### config.mk
export PLATFORM = sky130hd
export DESIGN_NAME = ps2_direction_decoder
export DESIGN_NICKNAME = d
export VERILOG_FILES = /design/src/rtl/ps2_direction_decoder.sv
export SDC_FILE = /design/constraint.sdc
export NUM_CORES = 1
export LEC_CHECK = 0
export BUFFER_PORTS_ARGS = -buffer_cell sky130_fd_sc_hd__buf_2
export CAP_MARGIN = 20
export CORE_ASPECT_RATIO = 0.8
export CORE_MARGIN = 2
export CORE_UTILIZATION = 46
export CTS_BUF_LIST = sky130_fd_sc_hd__clkbuf_16
export CTS_CLUSTER_SIZE = 8
export DETAILED_ROUTE_END_ITERATION = 6
export PLACE_DENSITY = 0.73
export SLEW_MARGIN = 10
export SYNTH_ARGS = -nofsm -noshare
export SYNTH_HDL_FRONTEND = slang
export SYNTH_SLANG_ARGS = --single-unit
export TNS_END_PERCENT = 1
### constraint.sdc
create_clock -name clk_25 -period 1.6 [get_ports clk_25]
set_input_delay 0 -clock clk_25 [delete_from_list [all_inputs] [get_ports clk_25]]
set_output_delay 0 -clock clk_25 [all_outputs]
set_load 0.01 [all_outputs]
### src/rtl/ps2_direction_decoder.sv
// rtl/ps2_direction_decoder.sv - PS/2 receiver that turns arrow/WASD/Enter keys into snake controls
//
// Purpose: deserialises PS/2 device-to-host frames in the clk_25 domain, tracks the
// E0 (extended) and F0 (break) prefixes, and maps key makes/breaks onto the snake
// direction bus and the reset_game level.
//
// Ports:
//   clk_25     in   system clock, all logic on rising edge
//   rst        in   asynchronous active-low reset
//   clk_ps2    in   PS/2 clock from keyboard (asynchronous)
//   data_ps2   in   PS/2 data from keyboard (asynchronous)
//   direction  out  current requested snake direction
//   reset_game out  high while Enter is held
//   scan_code  out  last correctly received byte
//   scan_valid out  one-cycle pulse per good byte
//   frame_err  out  one-cycle pulse per bad or abandoned frame

module ps2_direction_decoder #(
    parameter int                DIR_W          = 2,
    parameter logic [DIR_W-1:0]  DIR_UP         = 2'd0,
    parameter logic [DIR_W-1:0]  DIR_DOWN       = 2'd1,
    parameter logic [DIR_W-1:0]  DIR_LEFT       = 2'd2,
    parameter logic [DIR_W-1:0]  DIR_RIGHT      = 2'd3,
    parameter int                TIMEOUT_CYCLES = 5000,
    parameter int                TMO_W          = 13
) (
    input  logic             clk_25,
    input  logic             rst,
    input  logic             clk_ps2,
    input  logic             data_ps2,
    output logic [DIR_W-1:0] direction,
    output logic             reset_game,
    output logic [7:0]       scan_code,
    output logic             scan_valid,
    output logic             frame_err
);

    typedef enum logic [1:0] {
        S_IDLE,
        S_DATA,
        S_PARITY,
        S_STOP
    } state_t;

    // Counter value one cycle before the timeout fires: the increment taking
    // it to TIMEOUT_CYCLES-1 is the cycle that abandons the frame.
    localparam logic [TMO_W-1:0] TMO_FIRE = TMO_W'(TIMEOUT_CYCLES - 2);

    logic [2:0]       clk_sync_q;   // [0],[1] synchroniser, [2] previous synced value
    logic [1:0]       dat_sync_q;
    state_t           state_q;
    logic [2:0]       bit_cnt_q;
    logic [7:0]       shift_q;
    logic             parity_q;
    logic [TMO_W-1:0] tmo_q;
    logic             ext_q;
    logic             brk_q;

    logic             fe;
    logic             data_bit;
    logic             timeout;
    logic             want_valid;
    logic [DIR_W-1:0] want;
    logic [DIR_W-1:0] dir_d;
    logic             rg_d;

    assign fe       = clk_sync_q[2] & ~clk_sync_q[1];
    assign data_bit = dat_sync_q[1];
    // A falling edge in the same cycle keeps the frame alive.
    assign timeout  = (state_q != S_IDLE) && !fe && (tmo_q == TMO_FIRE);

    function automatic logic [DIR_W-1:0] opposite(input logic [DIR_W-1:0] d);
        if (d == DIR_UP)         return DIR_DOWN;
        else if (d == DIR_DOWN)  return DIR_UP;
        else if (d == DIR_LEFT)  return DIR_RIGHT;
        else                     return DIR_LEFT;
    endfunction

    // Key decode for the byte currently on scan_code, using the prefix state
    // accumulated from earlier bytes.
    always_comb begin
        want_valid = 1'b0;
        want       = direction;
        case ({ext_q, scan_code})
            {1'b1, 8'h75}, {1'b0, 8'h1D}: begin want_valid = 1'b1; want = DIR_UP;    end
            {1'b1, 8'h72}, {1'b0, 8'h1B}: begin want_valid = 1'b1; want = DIR_DOWN;  end
            {1'b1, 8'h6B}, {1'b0, 8'h1C}: begin want_valid = 1'b1; want = DIR_LEFT;  end
            {1'b1, 8'h74}, {1'b0, 8'h23}: begin want_valid = 1'b1; want = DIR_RIGHT; end
            default: ;
        endcase
        dir_d = direction;
        rg_d  = reset_game;
        // Reversal lock: the snake may not turn straight back on itself.
        if (!brk_q && want_valid && (want != opposite(direction)))
            dir_d = want;
        if (!ext_q && (scan_code == 8'h5A))
            rg_d = !brk_q;
    end

    always_ff @(posedge clk_25 or negedge rst) begin
        if (!rst) begin
            clk_sync_q <= 3'b111;
            dat_sync_q <= 2'b11;
        end else begin
            clk_sync_q <= {clk_sync_q[1:0], clk_ps2};
            dat_sync_q <= {dat_sync_q[0], data_ps2};
        end
    end

    always_ff @(posedge clk_25 or negedge rst) begin
        if (!rst) begin
            state_q    <= S_IDLE;
            bit_cnt_q  <= 3'd0;
            shift_q    <= 8'h00;
            parity_q   <= 1'b0;
            tmo_q      <= '0;
            ext_q      <= 1'b0;
            brk_q      <= 1'b0;
            direction  <= DIR_RIGHT;
            reset_game <= 1'b0;
            scan_code  <= 8'h00;
            scan_valid <= 1'b0;
            frame_err  <= 1'b0;
        end else begin
            scan_valid <= 1'b0;
            frame_err  <= 1'b0;

            if (state_q == S_IDLE || fe)
                tmo_q <= '0;
            else
                tmo_q <= tmo_q + TMO_W'(1);

            // Decode of the previous good byte; a frame can never end in the
            // same cycle, so the bad-frame prefix clear below cannot collide.
            if (scan_valid) begin
                if (scan_code == 8'hE0) begin
                    ext_q <= 1'b1;
                end else if (scan_code == 8'hF0) begin
                    brk_q <= 1'b1;
                end else begin
                    direction  <= dir_d;
                    reset_game <= rg_d;
                    ext_q      <= 1'b0;
                    brk_q      <= 1'b0;
                end
            end

            case (state_q)
                S_IDLE: begin
                    // A high start bit is treated as a glitch.
                    if (fe && !data_bit) begin
                        state_q   <= S_DATA;
                        bit_cnt_q <= 3'd0;
                    end
                end
                S_DATA: begin
                    if (fe) begin
                        shift_q   <= {data_bit, shift_q[7:1]};
                        bit_cnt_q <= bit_cnt_q + 3'd1;
                        if (bit_cnt_q == 3'd7)
                            state_q <= S_PARITY;
                    end
                end
                S_PARITY: begin
                    if (fe) begin
                        parity_q <= data_bit;
                        state_q  <= S_STOP;
                    end
                end
                S_STOP: begin
                    if (fe) begin
                        state_q <= S_IDLE;
                        if (data_bit && ((^shift_q) ^ parity_q)) begin
                            scan_code  <= shift_q;
                            scan_valid <= 1'b1;
                        end else begin
                            frame_err <= 1'b1;
                            ext_q     <= 1'b0;
                            brk_q     <= 1'b0;
                        end
                    end
                end
                default: state_q <= S_IDLE;
            endcase

            if (timeout) begin
                state_q   <= S_IDLE;
                frame_err <= 1'b1;
                ext_q     <= 1'b0;
                brk_q     <= 1'b0;
            end
        end
    end

endmodule

* Yosys cells after proc, flatten, opt, wreduce, memory -nomap -nowiden
Index checks and enable logic that the tools add are counted.
Storage, ports and cells: register bits after elaboration 47, input bits 4, logic and storage cells 113
Operators by class: add/subtract/negate cells 2, equal/unequal tests 26, mux-type cells 37, bitwise gates (word level) 5, reduce and logical (&&, ||, !) cells 29
Operators with widths (count):
- $eq 9x9->1 const B | 4
- $eq 9x5->1 const B | 3
- $mux 1 | 23
- $eq 8x8->1 const B | 2
- $mux 2 | 8
- $pmux 2 s4 | 2
- $add 13x1->13 const B | 1
- $eq 13x13->1 const B | 1
- $mux 13 | 1
- $ne 3x3->1 const B | 4
- $eq 9x6->1 const B | 1
- $eq 8x7->1 const B | 1
- $reduce_and 4->1 | 2
- $reduce_or 2->1 | 4
- $reduce_or 8->1 | 1
- $reduce_xor 8->1 | 1
- $logic_and 1x1->1 | 7
- $eq 2x2->1 const B | 3
- $mux 3 | 2
- $pmux 3 s2 | 1
- $reduce_and 3->1 | 2
- $reduce_and 5->1 | 1
- $eq 2x1->1 const B | 2
- $logic_not 1->1 | 4
- other kinds (13) | 18

* Longest topological paths before layout
Gate-level depths: netlist of the first run.
depth after elaboration 8, depth in mapped cells 8, depth with buffers taken out 8

* Worst setup path after synthesis of the first run
Ideal clock, no wire load.
kind register -> register, from reg shift_q[4], to reg scan_code[0], library setup time 0.125 ns, arrival time 1.616 ns, data required time 1.475 ns, slack -0.141 ns, stages on the path, launching flop included 8, cells stage by stage dfrtp_1 > xnor2_1 > xnor2_1 > xnor2_1 > xnor2_1 > nand2_2 > nor2_8 > mux2_4
On the way: cells in the longest elaborated chain, start to end 4
RTL lines:
- start, declared | line 53 | logic [7:0] shift_q;
- start signal, assigned | line 158 | shift_q <= {data_bit, shift_q[7:1]};
- $reduce_xor 8->1 | line 173 | if (data_bit && ((^shift_q) ^ parity_q)) begin
- $xor 1x1->1 | line 173
- $logic_and 1x1->1 | line 173
- $reduce_and 3->1 (no line)
- end signal, assigned | line 174 | scan_code <= shift_q;
- end, declared | line 33 | output logic [7:0] scan_code,
Every way passes these cells. A chain may end at the register's enable or synchronous reset.

* Final worst setup path of the first run
from reg scan_code[4], to reg direction[0]
On the way: cells in the longest elaborated chain, start to end 6
RTL lines:
- $eq 9x9->1, or another cell as far along | line 84 | case ({ext_q, scan_code})
- $reduce_or 2->1, or another cell as far along
- $pmux 2 s4 or $mux 1 (tied branches) | line 84
- $ne 2x2->1 or $logic_and 1x1->1 (tied branches) | line 94 | if (!brk_q && want_valid && (want != opposite(direction)))
- $logic_and 1x1->1 | line 94
- $reduce_and 4->1 (no line)
- end signal, assigned | line 141 | direction <= dir_d;
- end, declared | line 31 | output logic [DIR_W-1:0] direction,
Several ways; a longest one is shown, not always the timed one.

==> parameters.txt, run 1 <==
Parameter                              Value

Floorplan
  Top-Level Pins ... 17
  Core area ... 4950 um^2
  Horizontal die dimension ... 83.5 um
  Die ar. ... 5640 um^2
  Starting utilization of the core area ... a little under half
  Number of placement rows ... 23
  Overall die height ... between 60 and 70 um

Drt
  DR iter-0 viols ... 39
  Total vias in the final route ... 1,787
  Remaining DRCs ... 0
  Vias per Instance ... 5.18
  Remaining antenna violation count ... 0
  Iteration count of the initial detailed-routing pass ... 4
  Routed wire length per instance ... approximately 14 um
  Detailed-route wire length ... 4730 um

Setup path
  R2R setup slack ... -0.30 ns
  Type of the worst setup path ... reg2reg
  Critical Path Sink Type ... flop
  Largest fanout on the critical path ... 5
  Arrival time at the worst endpoint ... around 2.1 ns
  Required time of the critical path ... 1.80 ns
  Sort of element at the start of the critical path ... flop

Synth
  Number of library cell types mapped by synthesis ... 40
  Per-instance average area after synthesis ... around 11 um^2
  Number of synthesized register bits ... 47
  Nets in the synthesized netlist ... 224
  Sequential share of the synthesized area ... 51.0%
  Cells after Synth ... 211
  Yosys warning total ... 0
  Post-synth design cell area ... 2320 um^2
  Main area contributors after synthesis ... sky130_fd_sc_hd__dfrtp_1 (43%), sky130_fd_sc_hd__dfstp_2 (7.9%), sky130_fd_sc_hd__mux2_4 (5.2%)
  Number of flops mapped to enable cells by yosys ... 0
  Post-synth ARST share ... 100%
  Cell type with the largest total area after synthesis ... sky130_fd_sc_hd__dfrtp_1
  Post-synth top area share ... 43.1%
  Top FF cell, synth ... sky130_fd_sc_hd__dfrtp_1

Timing
  Setup ws final ... -0.301 ns
  Hold Vio Cnt, Final ... 0
  Post-route minimum period ... approximately 1.9 ns
  Maximum clock frequency ... 526 MHz
  Slew Limit Fails ... 0
  Remaining max-slew budget at the tightest pin ... a little under two thirds
  Worst Tran Pin Value ... roughly 0.54 ns
  Period Utilization, post-route ... 119%
  Post-route clock skew ... roughly 0.0054 ns
  Final setup viols ... 13
  Setup repair after global routing missed its margin ... true

Cells and area
  Number of standard cells in the final layout excluding fillers ... roughly 350
  Antenna diode instance count ... 0
  Post-layout nets ... 295
  Layout overhead on the synthesized area ... 34.5%
  Share of final-layout standard cells stronger than drive strength 1 ... a little over two fifths

Placed design
  Placed Cells ... about 330
  Final weighted congestion in routability-driven placement ... 0.835
  Number of buffers inserted by port buffering ... 16
  Dpl hpwl ... 3280 um
  Worst Setup Slack post-DPL ... -0.222 ns

Power and ir drop
  Proportion of total power due to net switching ... 32.2%
  Sequential Power Share ... 36.2%
  Power per cell area ... 1410 nW/um^2
  Switch Pwr ... 1430 uW
  Worst ir drop on vdd ... 1180 uV
  Clock network power share ... 26.3%
  Comb pwr share ... 37.5%
  Int Pwr ... 3000 uW
  Leak pwr ... 0.00148 uW
  PnR Total Power ... 4420 uW

Clocking
  Clock-pin slew of the registers on the worst-case setup and hold paths ... 0.06 ns
  Number of buffers on the longest clock path ... 2
  Buffer type at the clock tree root ... sky130_fd_sc_hd__clkbuf_16
  TritonCTS clock tree ... built
  Number of H-tree levels ... 2
  Clock buffer count from CTS ... 5
  Total number of clock tree sinks ... 47
  Clock latency on the worst-skew pair ... between 0.2 and 0.3 ns

Global routing
  Pin count of the biggest net entering global routing ... 26
  Wire length of the first global-routing pass ... 7840 um
  Total congestion overflow after global routing ... 0
  Via count of the first global-routing pass ... between 1,500 and 2,000
  GRT Total Usage ... 17.7%
  Initial antenna violation count ... 0

Run status
  Violations in the final reports ... setup timing
  Run status ... finished with violations

Hold path
  Class of the most critical hold timing path ... in2async

Run
  Max-cap check violation count ... 0
-- path summary, 6_finish.rpt --
| kind | startpoint | cells after the start | to |
|---|---|---|---|
| worst max-delay path | scan_code[4] | 8 | direction[0] |
| worst min-delay path | rst | 2 | shift_q[2] |
| worst max register to register | scan_code[4] | 8 | direction[0] |
| worst min register to register | clk_sync_q[0] | 0 | clk_sync_q[1] |
| max in group asynchronous | rst | 3 | direction[0] |
| min in group clk_25 | clk_sync_q[0] | 0 | clk_sync_q[1] |
-- registers in the layout, indices dropped and copies added, names as in the netlist, 2 cells and up --
signal / count
tmo_q: 13
scan_code: 8
shift_q: 8
bit_cnt_q: 3
clk_sync_q: 3
dat_sync_q: 2
direction: 2
state_q: 2
-- synthesized netlist by cell type, types with 2 or more instances --
cell type	n
sky130_fd_sc_hd__dfrtp_1	40
sky130_fd_sc_hd__xnor2_1	13
sky130_fd_sc_hd__a32o_1	2
sky130_fd_sc_hd__nor3_1	4
sky130_fd_sc_hd__or3_1	3
sky130_fd_sc_hd__ha_1	9
sky130_fd_sc_hd__inv_1	7
sky130_fd_sc_hd__a21o_1	2
sky130_fd_sc_hd__nand2b_1	4
sky130_fd_sc_hd__mux2_2	9
sky130_fd_sc_hd__o21ai_0	14
sky130_fd_sc_hd__and3_1	4
sky130_fd_sc_hd__nor2b_1	2
sky130_fd_sc_hd__nor2_1	22
sky130_fd_sc_hd__xor2_1	3
sky130_fd_sc_hd__nand3b_1	2
sky130_fd_sc_hd__nand4_1	9
sky130_fd_sc_hd__nand2_1	19
sky130_fd_sc_hd__a21oi_1	5
sky130_fd_sc_hd__dfstp_2	7
sky130_fd_sc_hd__mux2_4	8
sky130_fd_sc_hd__nand3_1	5
-- through the flow --
stage | cell area [um^2] | TNS (ns) | hold slack (ns) | util, %
final | 3130 | -2.48 | 0.231 | 63.1
after global routing | 3130 | -4.36 | 0.266 | 63.1
after CTS | 3030 | -2.79 | 0.237 | 61.3
after detailed placement | 2820 | -2.69 | 0.00564 | 56.9
after global placement | 2820 | -2.24 | 0.00284 | 56.9
after floorplan | 2320 | -1.37 | -0.296 | -
-- power groups by stage --
stage	registers, uW	logic (uW)	clock network (uW)
3_3_place_gp	1600	1520	0
5_1_grt	1630	1820	1250
2_1_floorplan	1640	968	0
3_5_place_dp	1610	1570	0
4_1_cts	1590	1600	1190
6_report	1600	1660	1160
-- cells by family (layout without fill, tap and decap cells) --
| group | count (synthesis) | in the layout | share of synthesized area, % |
|---|---|---|---|
| AND/OR/NAND/NOR | 81 | 81 | 18.2 |
| flip-flops | 47 | 47 | 51.0 |
| AO/OA/AOI/OAI | 32 | 32 | 8.94 |
| multiplexers | 17 | 17 | 9.53 |
| XOR/XNOR | 16 | 16 | 6.03 |
| adder cells (fa/ha/maj) | 9 | 9 | 4.85 |
| buffers and inverters | 9 | 81 | 1.45 |
-- per-layer routing --
| metal | vias to the layer above | global-route usage [%] | routed length, um |
|---|---|---|---|
| li1 | 891 | - | - |
| met1 | 870 | 23.1 | 2340 |
| met2 | 24 | 30.2 | 2230 |
| met3 | 2 | 4.03 | 122 |
| met4 | 0 | 4.84 | 30 |
| met5 | - | 0 | 0 |
-- cell usage in the layout, fill, tap and decap left out, types with 4 or more instances in the layout --
master / n
sky130_fd_sc_hd__nand3_1: 4
sky130_fd_sc_hd__mux2_2: 9
sky130_fd_sc_hd__buf_4: 46
sky130_fd_sc_hd__ha_1: 9
sky130_fd_sc_hd__nand4_1: 9
sky130_fd_sc_hd__clkbuf_16: 5
sky130_fd_sc_hd__o21ai_0: 9
sky130_fd_sc_hd__nor2_1: 20
sky130_fd_sc_hd__dfstp_2: 7
sky130_fd_sc_hd__xnor2_1: 13
sky130_fd_sc_hd__inv_1: 7
sky130_fd_sc_hd__a21oi_1: 4
sky130_fd_sc_hd__buf_2: 16
sky130_fd_sc_hd__nand2_1: 18
sky130_fd_sc_hd__mux2_4: 8
sky130_fd_sc_hd__dfrtp_1: 39
-- what timing repair did --
item | in CTS | in global routing
endpoints found under the hold margin | 19 | 0
pin swaps | 0 | 5
buffers inserted | 0 | 3
hold buffers | 3 | 0
gates resized for setup | 6 | 19
endpoints found under the setup margin | 23 | 36
-- cell type report --
type	instances	area (um^2)
clock inverters	3	43.8
well taps	62	77.6
repair buffers	66	475
inverters	7	26.3
fillers	389	1820
multi-input cells	155	1190
flip-flops and latches	47	1190
clock buffers	5	125
-- worst max-delay path, cell delays in order (launching register included) --
cell                       delay [ns]
sky130_fd_sc_hd__dfrtp_2         0.45
sky130_fd_sc_hd__and4bb_2        0.28
sky130_fd_sc_hd__nand4_1         0.07
sky130_fd_sc_hd__a21bo_4         0.24
sky130_fd_sc_hd__nor2_2          0.16
sky130_fd_sc_hd__a221oi_2        0.10
sky130_fd_sc_hd__buf_4           0.14
sky130_fd_sc_hd__o41ai_2         0.27
sky130_fd_sc_hd__o21ai_2         0.10
(Power assumes the default switching activity.)
==> run 2: changes to the inputs <==
CELL_PAD_IN_SITES_DETAIL_PLACEMENT = 0   (was default)
CELL_PAD_IN_SITES_GLOBAL_PLACEMENT = 1   (was default)
CORE_UTILIZATION = 43   (was 46)
PLACE_DENSITY = 0.82   (was 0.73)
==> run 2 against run 1 <==
The flow still finishes with violations (setup timing); first-iteration DRC count rose to 2.7 times the previous value; total power is 1.3% lower; non-clock buffer count increased by 3; highest routed layer unchanged.
==> parameters.txt, run 2 (synthesized netlist as in run 1, its figures left out) <==
Parameter                              Value

Timing
  Maximum clock frequency ... 546 MHz (was 526 MHz)
  Post-route clock skew ... 0.00608 ns (was 0.00540 ns)
  Setup repair after global routing missed its margin ... true (unchanged)
  Final setup viols ... 14 (was 13)
  Period Utilization, post-route ... 114% (was 119%)
  Setup ws final ... -0.230 ns (was -0.301 ns)
  Setup total negative slack ... -2.52 ns (was -2.48 ns)
  Worst Tran Pin Value ... 0.484 ns (was 0.542 ns)
  Hold Vio Cnt, Final ... 0 (unchanged)
  Post-route minimum period ... 1.83 ns (was 1.90 ns)
  Remaining max-slew budget at the tightest pin ... 67.7% (was 63.8%)
  Slew Limit Fails ... 0 (unchanged)
  Worst hold slack after final layout ... 0.203 ns (was 0.231 ns)

Setup path
  Critical Path Sink Type ... flop (unchanged)
  Worst setup path endpoint ... direction[0] (unchanged)
  Worst reg2reg path startpoint ... scan_code[7] (was scan_code[4])
  Type of the worst setup path ... reg2reg (unchanged)
  Largest stage delay on the critical path ... 0.41 ns (was 0.45 ns)
  R2R setup slack ... -0.23 ns (was -0.30 ns)
  Worst-case reg-to-reg path depth ... 7 (was 8)
  Endpoint of the most critical register-to-register path ... direction[0] (unchanged)
  Largest fanout on the critical path ... 4 (was 5)
  Sort of element at the start of the critical path ... flop (unchanged)
  Instance count on the critical path ... 7 (was 8)
  Slowest cell on the critical path ... sky130_fd_sc_hd__dfrtp_1 (was sky130_fd_sc_hd__dfrtp_2)
  Critical-path cell list ... and4bb_2 > nand2_1 > a211oi_2 > nor2_2 > a221oi_2 > nand2b_4 > o21ai_1 (was and4bb_2 > nand4_1 > a21bo_4 > nor2_2 > a221oi_2 > buf_4 > o41ai_2 > o21ai_2)
  Required time of the critical path ... 1.79 ns (was 1.80 ns)
  Crit path from ... scan_code[7] (was scan_code[4])
  Arrival time at the worst endpoint ... 2.02 ns (was 2.10 ns)
  WP buf/inv ... 0 (was 1)
  Gate family responsible for the most delay along the worst path ... simple AND/OR/NAND/NOR gates (was compound AO/OA/AOI/OAI gates)

Clocking
  Total number of clock tree sinks ... 47 (unchanged)
  Clock latency on the worst-skew pair ... 0.28 ns (about the same)
  TritonCTS clock tree ... built (unchanged)
  Buffer type at the clock tree root ... sky130_fd_sc_hd__clkbuf_16 (unchanged)
  Number of buffers on the longest clock path ... 2 (unchanged)
  Number of H-tree levels ... 2 (unchanged)
  Clock-pin slew of the registers on the worst-case setup and hold paths ... 0.06 ns (about the same)
  Clock buffer count from CTS ... 5 (unchanged)

Global routing
  GRT Total Usage ... 16.8% (was 17.7%)
  Total congestion overflow after global routing ... 0 (unchanged)
  Pin count of the biggest net entering global routing ... 27 (was 26)
  Wire length of the first global-routing pass ... 8180 um (was 7840 um)
  Initial antenna violation count ... 0 (unchanged)
  Via count of the first global-routing pass ... 1,748 (was 1,699)

Floorplan
  Top-Level Pins ... 17 (unchanged)
  Number of placement rows ... 23 (unchanged)
  Starting utilization of the core area ... 45.4% (was 46.9%)
  Horizontal die dimension ... 86.2 um (was 83.5 um)
  Core area ... 5120 um^2 (was 4950 um^2)
  Die ar. ... 6010 um^2 (was 5640 um^2)
  Overall die height ... 69.7 um (was 67.6 um)

Hold path
  Class of the most critical hold timing path ... in2async (unchanged)

Run status
  Run status ... finished with violations (unchanged)
  Violations in the final reports ... setup timing (unchanged)

Drt
  Iteration count of the initial detailed-routing pass ... 4 (unchanged)
  Remaining DRCs ... 0 (unchanged)
  Routed wire length per instance ... 13.6 um (was 13.7 um)
  Detailed-route wire length ... 4730 um (about the same)
  Remaining antenna violation count ... 0 (unchanged)
  DR iter-0 viols ... 105 (was 39)
  Routed length on met2 ... 2100 um (was 2230 um)
  Highest metal layer with signal wires ... met4 (unchanged)
  Routed metal-1 wire length ... 2470 um (was 2340 um)
  Total vias in the final route ... 1,772 (was 1,787)
  Vias per Instance ... 5.08 (was 5.18)
  DR WL met3 ... 115 um (was 122 um)

Cells and area
  Commonest cells after routing, fill and taps aside ... sky130_fd_sc_hd__buf_4 (49), sky130_fd_sc_hd__dfrtp_1 (40), sky130_fd_sc_hd__nor2_1 (20) (was sky130_fd_sc_hd__buf_4 (46), sky130_fd_sc_hd__dfrtp_1 (39), sky130_fd_sc_hd__nor2_1 (20))
  Max reg flops ... 13 (unchanged)
  Fill cell total of the finished layout ... 443 (was 389)
  Registers with the most flip-flops ... tmo_q x13, scan_code x8, shift_q x8 (unchanged)
  Register containing the most flip-flops in the final layout ... tmo_q (unchanged)
  Share of final-layout standard cells stronger than drive strength 1 ... 41.1% (was 42.0%)
  Post-layout nets ... 299 (was 295)
  Number of standard cells in the final layout excluding fillers ... 349 (was 345)
  Antenna diode instance count ... 0 (unchanged)
  Layout overhead on the synthesized area ... 34.5% (unchanged)
  Leading cell type in the layout, fill and taps excluded ... sky130_fd_sc_hd__buf_4 (unchanged)

Placed design
  Number of buffers inserted by port buffering ... 16 (unchanged)
  Placed Cells ... 333 (was 331)
  Final weighted congestion in routability-driven placement ... 0.833 (was 0.835)
  Dpl hpwl ... 3410 um (was 3280 um)

Power and ir drop
  Sequential Power Share ... 36.7% (was 36.2%)
  Comb pwr share ... 40.2% (was 37.5%)
  Proportion of total power due to net switching ... 33.8% (was 32.2%)
  Switch Pwr ... 1480 uW (was 1430 uW)
  Power per cell area ... 1400 nW/um^2 (was 1410 nW/um^2)
  Leak pwr ... 0.00148 uW (about the same)
  Int Pwr ... 2890 uW (was 3000 uW)
  Clock network power share ... 23.1% (was 26.3%)
  Worst ir drop on vdd ... 981 uV (was 1180 uV)

Run
  Max-cap check violation count ... 0 (unchanged)
[run 2: power groups by stage]
stage | combinational (uW) | sequential (uW) | clock, uW
2_1_floorplan | 968 | 1640 | 0
3_3_place_gp | 1580 | 1600 | 0
3_5_place_dp | 1610 | 1610 | 0
4_1_cts | 1670 | 1590 | 1030
5_1_grt | 1940 | 1630 | 1090
6_report | 1750 | 1600 | 1010
[run 2: worst min path at each step]
stage / slack (ns) / end / startpoint
finish: 0.20 / shift_q[2] / rst
global route: 0.26 / shift_q[2] / rst
CTS: 0.23 / shift_q[2] / rst
detailed placement: -0.01 / shift_q[2] / rst
global placement: -0.01 / shift_q[2] / rst
floorplan: -0.30 / bit_cnt_q[0] / rst
[run 2: cell type report]
class	instances	area (um^2)	area share (%)
clock inverter	3	20.0	0.641
tap	62	77.6	2.48
sequential	47	1180	37.9
inverter	7	26.3	0.841
timing repair buffer	69	498	15.9
clock buffer	5	125	4.00
multi-input combinational	156	1190	38.2
[run 2: layer usage]
layer / track usage (%) / up-vias
met5: 0 / -
met4: 4.51 / 0
met3: 3.81 / 5
met2: 24.2 / 17
met1: 25.4 / 850
li1: - / 900
[run 2: timing repair]
| item | in CTS | in global routing |
|---|---|---|
| resized for setup | 11 | 10 |
| endpoints found under the hold margin | 18 | 0 |
| hold buffers | 3 | 0 |
| pin swaps | 2 | 10 |
| setup endpoints to repair | 23 | 25 |
| setup buffers | 1 | 3 |
| cloned | 0 | 1 |
[run 2: through the flow]
stage               util (%)  setup slack (ns)  power, uW  area, um^2
finish                  61.0            -0.230       4360        3130
global route            61.0            -0.346       4660        3130
CTS                     59.4            -0.212       4290        3040
detailed placement      55.3            -0.232       3220        2830
global placement        55.3            -0.195       3180        2830
floorplan                  -            -0.141       2610        2320
[run 2: worst register-to-register path: cells and delay by family, from the launching register on]
| kind | cells | cell delay [ns] |
|---|---|---|
| AOI/OAI and AO/OA | 3 | 0.65 |
| DFF | 1 | 0.41 |
| and+or+nand+nor | 4 | 0.69 |
==> run 3: changes to the inputs <==
CORE_MARGIN = default   (was 2)
==> run 3 against run 2 <==
The run ends with DRC, setup timing left; clock power about the same; sequential share of layout area grew 0.16 points; sequential cell count stayed put.
==> parameters.txt, run 3 (synthesized netlist as in run 1, its figures left out) <==
Parameter                              Value

Run status
  Run status ... finished with violations (unchanged)
  Violations in the final reports ... DRC, setup timing (was setup timing)

Cells and area
  Leading cell type in the layout, fill and taps excluded ... sky130_fd_sc_hd__buf_4 (unchanged)
  Storage element area ... 1190 um^2 (was 1180 um^2)
  Fill cell total of the finished layout ... 416 (was 443)
  Registers with the most flip-flops ... tmo_q x13, scan_code x8, shift_q x8 (unchanged)
  Share of final-layout standard cells stronger than drive strength 1 ... 41.6% (was 41.1%)
  Layout overhead on the synthesized area ... 34.2% (was 34.5%)
  Post-route core utilization ... 61.2% (was 61.0%)
  Final instance area ... 3120 um^2 (was 3130 um^2)
  Area of the multi-input gates ... 1180 um^2 (was 1190 um^2)
  Commonest cells after routing, fill and taps aside ... sky130_fd_sc_hd__buf_4 (49), sky130_fd_sc_hd__dfrtp_1 (38), sky130_fd_sc_hd__nor2_1 (20) (was sky130_fd_sc_hd__buf_4 (49), sky130_fd_sc_hd__dfrtp_1 (40), sky130_fd_sc_hd__nor2_1 (20))
  Antenna diode instance count ... 0 (unchanged)
  Max reg flops ... 13 (unchanged)
  Post-layout nets ... 298 (was 299)
  Register containing the most flip-flops in the final layout ... tmo_q (unchanged)

Timing
  Post-route clock skew ... 0.00640 ns (was 0.00608 ns)
  Final setup viols ... 13 (was 14)
  Remaining max-slew budget at the tightest pin ... 70.2% (was 67.7%)
  Worst Tran Pin Value ... 0.447 ns (was 0.484 ns)
  Post-route minimum period ... 1.87 ns (was 1.83 ns)
  Setup ws final ... -0.269 ns (was -0.230 ns)
  Hold Vio Cnt, Final ... 0 (unchanged)
  Period Utilization, post-route ... 117% (was 114%)
  Setup total negative slack ... -2.38 ns (was -2.52 ns)
  Setup repair after global routing missed its margin ... true (unchanged)
  Maximum clock frequency ... 535 MHz (was 546 MHz)
  Worst hold slack after final layout ... 0.196 ns (was 0.203 ns)
  Slew Limit Fails ... 0 (unchanged)

Power and ir drop
  Leak pwr ... 0.00148 uW (about the same)
  Power per cell area ... 1380 nW/um^2 (was 1400 nW/um^2)
  Worst ir drop on vdd ... 1150 uV (was 981 uV)

Floorplan
  Top-Level Pins ... 17 (unchanged)
  Overall die height ... 67.7 um (was 69.7 um)
  Core area ... 5090 um^2 (was 5120 um^2)
  Horizontal die dimension ... 84.2 um (was 86.2 um)
  Starting utilization of the core area ... 45.6% (was 45.4%)
  Die ar. ... 5700 um^2 (was 6010 um^2)
  Number of placement rows ... 23 (unchanged)

Setup path
  Worst reg2reg path startpoint ... scan_code[5] (was scan_code[7])
  Arrival time at the worst endpoint ... 2.09 ns (was 2.02 ns)
  Sort of element at the start of the critical path ... flop (unchanged)
  Largest fanout on the critical path ... 5 (was 4)
  Critical Path Sink Type ... flop (unchanged)
  Required time of the critical path ... 1.82 ns (was 1.79 ns)
  Crit path from ... scan_code[5] (was scan_code[7])
  R2R setup slack ... -0.27 ns (was -0.23 ns)
  Type of the worst setup path ... reg2reg (unchanged)

Drt
  Total vias in the final route ... 1,750 (was 1,772)
  Iteration count of the initial detailed-routing pass ... 6 (was 4)
  Routed length on met2 ... 2050 um (was 2100 um)
  Highest metal layer with signal wires ... met4 (unchanged)
  Vias per Instance ... 5.03 (was 5.08)
  DR iter-0 viols ... 76 (was 105)
  Routed metal-1 wire length ... 2400 um (was 2470 um)
  Routed wire length per instance ... 13.4 um (was 13.6 um)
  Remaining antenna violation count ... 0 (unchanged)
  Detailed-route wire length ... 4650 um (was 4730 um)
  Remaining DRCs ... 4 (was 0)
  DR WL met3 ... 138 um (was 115 um)

Global routing
  Total congestion overflow after global routing ... 0 (unchanged)
  Initial antenna violation count ... 0 (unchanged)
  Wire length of the first global-routing pass ... 8020 um (was 8180 um)
  Via count of the first global-routing pass ... 1,737 (was 1,748)
  GRT Total Usage ... 18.4% (was 16.8%)
  Pin count of the biggest net entering global routing ... 20 (was 27)

Clocking
  Buffer type at the clock tree root ... sky130_fd_sc_hd__clkbuf_16 (unchanged)
  Total number of clock tree sinks ... 47 (unchanged)
  Clock latency on the worst-skew pair ... 0.29 ns (was 0.28 ns)
  Clock-pin slew of the registers on the worst-case setup and hold paths ... 0.07 ns (was 0.06 ns)
  Number of H-tree levels ... 2 (unchanged)
  Number of buffers on the longest clock path ... 2 (unchanged)
  TritonCTS clock tree ... built (unchanged)
  Clock buffer count from CTS ... 5 (unchanged)

Run
  Max-cap check violation count ... 0 (unchanged)

Placed design
  Dpl hpwl ... 3460 um (was 3410 um)
  Placed instance area ... 2850 um^2 (was 2830 um^2)
  Number of buffers inserted by port buffering ... 16 (unchanged)
  Final weighted congestion in routability-driven placement ... 0.816 (was 0.833)

Hold path
  Class of the most critical hold timing path ... in2async (unchanged)
==> run 3: critical path, cell delays in order (launching register included) <==
cell,delay (ns)
sky130_fd_sc_hd__dfrtp_1,0.41
sky130_fd_sc_hd__and4bb_2,0.35
sky130_fd_sc_hd__nand3_2,0.09
sky130_fd_sc_hd__a21oi_2,0.19
sky130_fd_sc_hd__o22ai_2,0.10
sky130_fd_sc_hd__a221oi_2,0.35
sky130_fd_sc_hd__buf_4,0.17
sky130_fd_sc_hd__o41ai_2,0.05
sky130_fd_sc_hd__o21ai_1,0.07
==> run 3: repair_timing <==
item	4_1_cts	5_1_grt
hold buffers	3	0
hold endpoints to repair	19	0
endpoints found under the setup margin	15	28
resized for setup	3	18
setup buffers	0	2
gates cloned	0	0
pin swaps	0	7
==> run 3: path summary, 6_finish.rpt <==
kind	to	depth (start not counted)
setup / recovery	direction[0]	8
hold / removal	state_q[0]	2
setup reg to reg	direction[0]	8
hold reg to reg	clk_sync_q[1]	0
max in group asynchronous	dat_sync_q[0]	3
min in group clk_25	clk_sync_q[1]	0
==> run 3: report_power, final <==
group	internal, uW	leakage (uW)	switching, uW	total (uW)
clock	579	0.0000716	450	1030
sequential	1420	0.000612	189	1610
combinational	881	0.000792	786	1670
==> run 3: cell type report <==
class	count	area share, %
inverter	7	0.842
clock buffer	5	4.01
tap	62	2.49
clock inverter	3	0.642
sequential	47	38.1
timing repair buffer	69	16.0
multi-input combinational	155	38.0
==> run 3: per-stage QoR <==
step | setup slack (ns) | power [uW] | instances
final | -0.269 | 4300 | 348
after global routing | -0.395 | 4590 | 348
after CTS | -0.226 | 4290 | 346
after detailed placement | -0.216 | 3240 | 335
after global placement | -0.197 | 3190 | 335
after floorplan | -0.141 | 2610 | 211
==> run 3: routing by layer <==
metal,up-vias,global-route usage [%]
li1,894,-
met1,833,24.3
met2,18,30.0
met3,5,4.16
met4,0,6.47
met5,-,0
